$ cat src/rtl/serial_frame_receiver.sv
// Framed MSB-first serial receiver: start bit, width data bits, stop bit,
// delivered through a one-entry valid/ready buffer with sticky error flags.
module serial_frame_receiver #(
  parameter int width = 8
) (
  input  logic             clk,
  input  logic             reset,
  input  logic             sin,
  input  logic             sin_en,
  input  logic             ready,
  input  logic             clear_err,
  output logic [width-1:0] data,
  output logic             valid,
  output logic             busy,
  output logic             frame_err,
  output logic             overrun,
  output logic [1:0]       fsm_state
);

  localparam int CW = (width > 1) ? $clog2(width) : 1;

  typedef enum logic [1:0] {
    IDLE = 2'd0,
    DATA = 2'd1,
    STOP = 2'd2
  } state_t;

  state_t           state;
  logic [CW-1:0]    cnt;
  logic [width-1:0] shreg;

  // Handshake: a word transfers on any edge where valid and ready are both 1;
  // the buffer may reload on that same edge.
  always_ff @(posedge clk) begin
    if (reset) begin
      state     <= IDLE;
      cnt       <= '0;
      shreg     <= '0;
      data      <= '0;
      valid     <= 1'b0;
      frame_err <= 1'b0;
      overrun   <= 1'b0;
    end else begin
      if (valid && ready) valid <= 1'b0;
      if (clear_err) begin
        frame_err <= 1'b0;
        overrun   <= 1'b0;
      end
      if (sin_en) begin
        unique case (state)
          IDLE: begin
            if (!sin) begin
              state <= DATA;
              cnt   <= '0;
            end
          end
          DATA: begin
            shreg <= {shreg[width-2:0], sin};
            cnt   <= cnt + 1'b1;
            if (cnt == CW'(width - 1)) state <= STOP;
          end
          STOP: begin
            // A 0 here is a framing error, never a new start bit.
            state <= IDLE;
            if (sin) begin
              if (!valid || ready) begin
                data  <= shreg;
                valid <= 1'b1;
              end else begin
                overrun <= 1'b1;
              end
            end else begin
              frame_err <= 1'b1;
            end
          end
          default: state <= IDLE;
        endcase
      end
    end
  end

  assign busy      = (state != IDLE);
  assign fsm_state = state;

endmodule

$ cat config.mk
export PLATFORM = sky130hd
export DESIGN_NAME = serial_frame_receiver
export DESIGN_NICKNAME = d
export VERILOG_FILES = /design/src/rtl/serial_frame_receiver.sv
export SDC_FILE = /design/constraint.sdc
export NUM_CORES = 1
export LEC_CHECK = 0
export CAP_MARGIN = 20
export CORE_MARGIN = 2
export CORE_UTILIZATION = 43
export CTS_CLUSTER_SIZE = 30
export DETAILED_ROUTE_END_ITERATION = 10
export GPL_TIMING_DRIVEN = 0
export HOLD_SLACK_MARGIN = 0.08
export PLACE_DENSITY = 0.68
export SLEW_MARGIN = 5
export SYNTH_ARGS = -nofsm -noshare
export SYNTH_HDL_FRONTEND = slang
export SYNTH_SLANG_ARGS = --single-unit
$ cat constraint.sdc
create_clock -name clk -period 1.75 [get_ports clk]
set_input_delay 0.4375 -clock clk [delete_from_list [all_inputs] [get_ports clk]]
set_output_delay 0.4375 -clock clk [all_outputs]
set_load 0.01 [all_outputs]
==> flow_summary.json <==
{
  "main_combinational_cell_family_by_area_after_synthesis": "simple AND/OR/NAND/NOR gates",
  "mostFrequentLayoutCell": "dfxtp_1",
  "cp_data_arrival_time_ps": 1230,
  "synthDistinctLibCells": 25,
  "timing.clock.skew_ps": 7.253,
  "cts.reportedPaths.clkPinSlew_ps": 130,
  "post-dp-hpwl_um": 1482,
  "buffer_ports.inserted": 19,
  "drtIter0Drc": 6,
  "post_synth_instance_area_sq_mm": 0.001082,
  "synth.yosys.seq_area_share_pct": 44.39,
  "worstHoldStart": "overrun",
  "layout_common_cells": "dfxtp_1 (23), nand2b_1 (18), clkdlybuf4s50_1 (18)",
  "layout_min_cycle_time_ps": 1667,
  "gp_routability_congestion": 0.7698,
  "holdPathEnd": "overrun",
  "finalNetCount": 137,
  "crit_type": "flip-flop to primary output",
  "rows": 18,
  "cts_tree": "built",
  "critical_path.startpoint_type": "flip-flop",
  "place_ws_ps": -146.3,
  "synthSimpleGateAreaFrac_pct": 26.59,
  "path_delay_family": "buffers and inverters",
  "worst_setup_path_end_kind": "primary output",
  "timing.rr.start": "fsm_state[0]",
  "area_growth_syn_to_layout_pct": 25.78,
  "worst_skew_pair.late_latency_ps": 320,
  "holdCritPathClass": "flip-flop to flip-flop",
  "final.setup.tns_ps": 0,
  "tightest_slew_ps": 487.5,
  "maxClockFrequency_ghz": 0.5999,
  "critical_path.max_fanout": 2,
  "synth.avg_cell_area_sq_um": 10.31,
  "die_w_um": 54.17,
  "synthesis.nets": 113,
  "finalSetupViolations": 0,
  "gr-usage-all-layers_pct": 15.95,
  "grt_setup_unrepaired": "false",
  "boundaryPins": 20,
  "critical_path_required_time_ps": 1310,
  "route.vias.total": 787,
  "critical-path-max-stage-delay_ps": 550,
  "synth-compound-area-share_pct": 5.780,
  "power-per-cell-area_mw_per_mm2": 783.8,
  "grt_pass1_wl_um": 3312,
  "fin_total_pwr_mw": 1.067,
  "worstReg2RegEnd": "data[6]",
  "crit_path_top_delay_cell": "clkdlybuf4s50_1",
  "cp_cell_instances": "clkdlybuf4s50_1",
  "routed_via_density": 4.981,
  "grt_antenna_before_repair": 0,
  "report.final.slew_viol_count": 0,
  "largest_net_degree_at_the_start_of_global_routing": 15,
  "status": "finished clean",
  "ant_diodes": 0,
  "hold_viol": 0,
  "synth_mux_area_share_pct": 15.84,
  "maxCapViolations": 0,
  "whs_path_depth": 2,
  "drive_gt1_share_pct": 13.28,
  "core_area_sq_mm": 0.002432,
  "timing.slew.headroom_pct": 67.43,
  "cts-buffers-inserted": 3,
  "setup_slack_ps": 83.18,
  "clock_path_buffers": 2,
  "cell_chosen_for_the_clock_root": "clkbuf_4",
  "route.antenna.remaining_nets": 0,
  "peakVddDrop_v": 0.0006183,
  "timing.final.crit_share_pct": 95.25,
  "synthesis.yosys.warnings": 0,
  "post-route-drc-count": 0,
  "synth_fa_ha_area_share_pct": 2.312,
  "grt_remaining_overflow": 0,
  "area_of_the_die_sq_mm": 0.002934,
  "wire_length_per_cell_after_detailed_routing_um": 12.66,
  "worst-r2r-cell-count": 4,
  "leakage_nw": 0.5549,
  "postRouteWirelength_um": 2000,
  "synthCells": 105,
  "start_util_pct": 44.50,
  "first_global_vias": 750,
  "synth_xor_xnor_area_share_pct": 0,
  "clock_sink_total": 24,
  "cts_max_level": 1,
  "synth.ff_latch_count": 24,
  "reg2reg_slack_ps": 530,
  "fin_worst_hold_slack_ps": 480.8,
  "die_h_um": 54.17,
  "worst-path-buf-inv": 1,
  "drtPass1Iterations": 3
}
-- per-layer routing --
layer  GRT usage, %  routed length, um  vias up
li1               -                  -      403
met1          20.03                983      376
met3          2.778                 34        2
met4          9.583                 20        0
met2          25.30                963        6
met5              0                  0        -
-- worst max-delay path by stage --
stage,from,end,depth (start not counted)
CTS,fsm_state[1],fsm_state[1],1
global route,data[2],data[2],1
finish,fsm_state[1],fsm_state[1],1
floorplan,fsm_state[0],busy,2
detailed placement,reset,frame_err,4
global placement,reset,valid,4
-- cells by family (layout without fill, tap and decap cells) --
logic type,count (synthesis),in the layout
AOI/OAI and AO/OA,11,11
adders and majority gates,2,2
buffers and inverters,8,31
DFF,24,24
muxes,17,17
and+or+nand+nor,43,43
-- synthesized netlist by cell type --
cell type | number | share of area [%]
dfxtp_1 | 24 | 44
nand4b_1 | 2 | 1.6
or3b_2 | 1 | 0.81
nor2b_1 | 3 | 1.7
or2_0 | 1 | 0.58
o21ai_0 | 3 | 1.4
nand2_1 | 1 | 0.35
nand2b_1 | 18 | 10
nand3b_4 | 1 | 1.8
clkbuf_1 | 2 | 0.69
mux2i_1 | 16 | 15
o31ai_1 | 1 | 0.69
a21oi_1 | 5 | 2.3
buf_6 | 3 | 3.1
nor2_1 | 12 | 4.2
ha_1 | 2 | 2.3
nor2_8 | 1 | 1.8
buf_2 | 2 | 0.92
a32oi_1 | 1 | 0.81
or2_2 | 1 | 0.58
mux2_2 | 1 | 1.0
nand3_1 | 1 | 0.46
inv_1 | 1 | 0.35
a31oi_1 | 1 | 0.58
nand4b_4 | 1 | 2.2
-- metrics by stage --
step	instance area (sq um)	util [%]	instances
2_1_floorplan	1082	-	105
3_3_place_gp	1310	53.86	154
3_5_place_dp	1310	53.86	154
4_1_cts	1361	55.97	158
5_1_grt	1361	55.97	158
6_report	1361	55.97	158
-- sequential cells by signal (all words and copies together) (netlist names) --
register	flops
shreg	8
fsm_state	2
overrun	1
cnt	3
frame_err	1
data	8
valid	1
-- where the power goes --
part           switching (mW)  leakage [nW]  internal (mW)
registers             0.00374         0.194          0.554
logic                  0.0515         0.333         0.0536
clock network           0.173        0.0279          0.232
-- area by class of cell --
| type | count | area, sq um |
|---|---|---|
| multi-input cells | 73 | 546.8 |
| plain buffers | 7 | 53.80 |
| clock buffers | 3 | 22.52 |
| fillers | 220 | 1071 |
| clock inverters | 1 | 30.03 |
| inverters | 1 | 3.754 |
| flip-flops and latches | 24 | 481.7 |
| well taps | 30 | 37.54 |
| repair buffers | 19 | 185.2 |
-- timing repair --
item | 4_1_cts | 5_1_grt
gates resized for setup | 6 | 0
hold buffers | 0 | 0
hold endpoints to repair | 0 | 0
endpoints found under the setup margin | 1 | 0
buffers inserted | 0 | 0
Power figures use the tool's default switching activity.
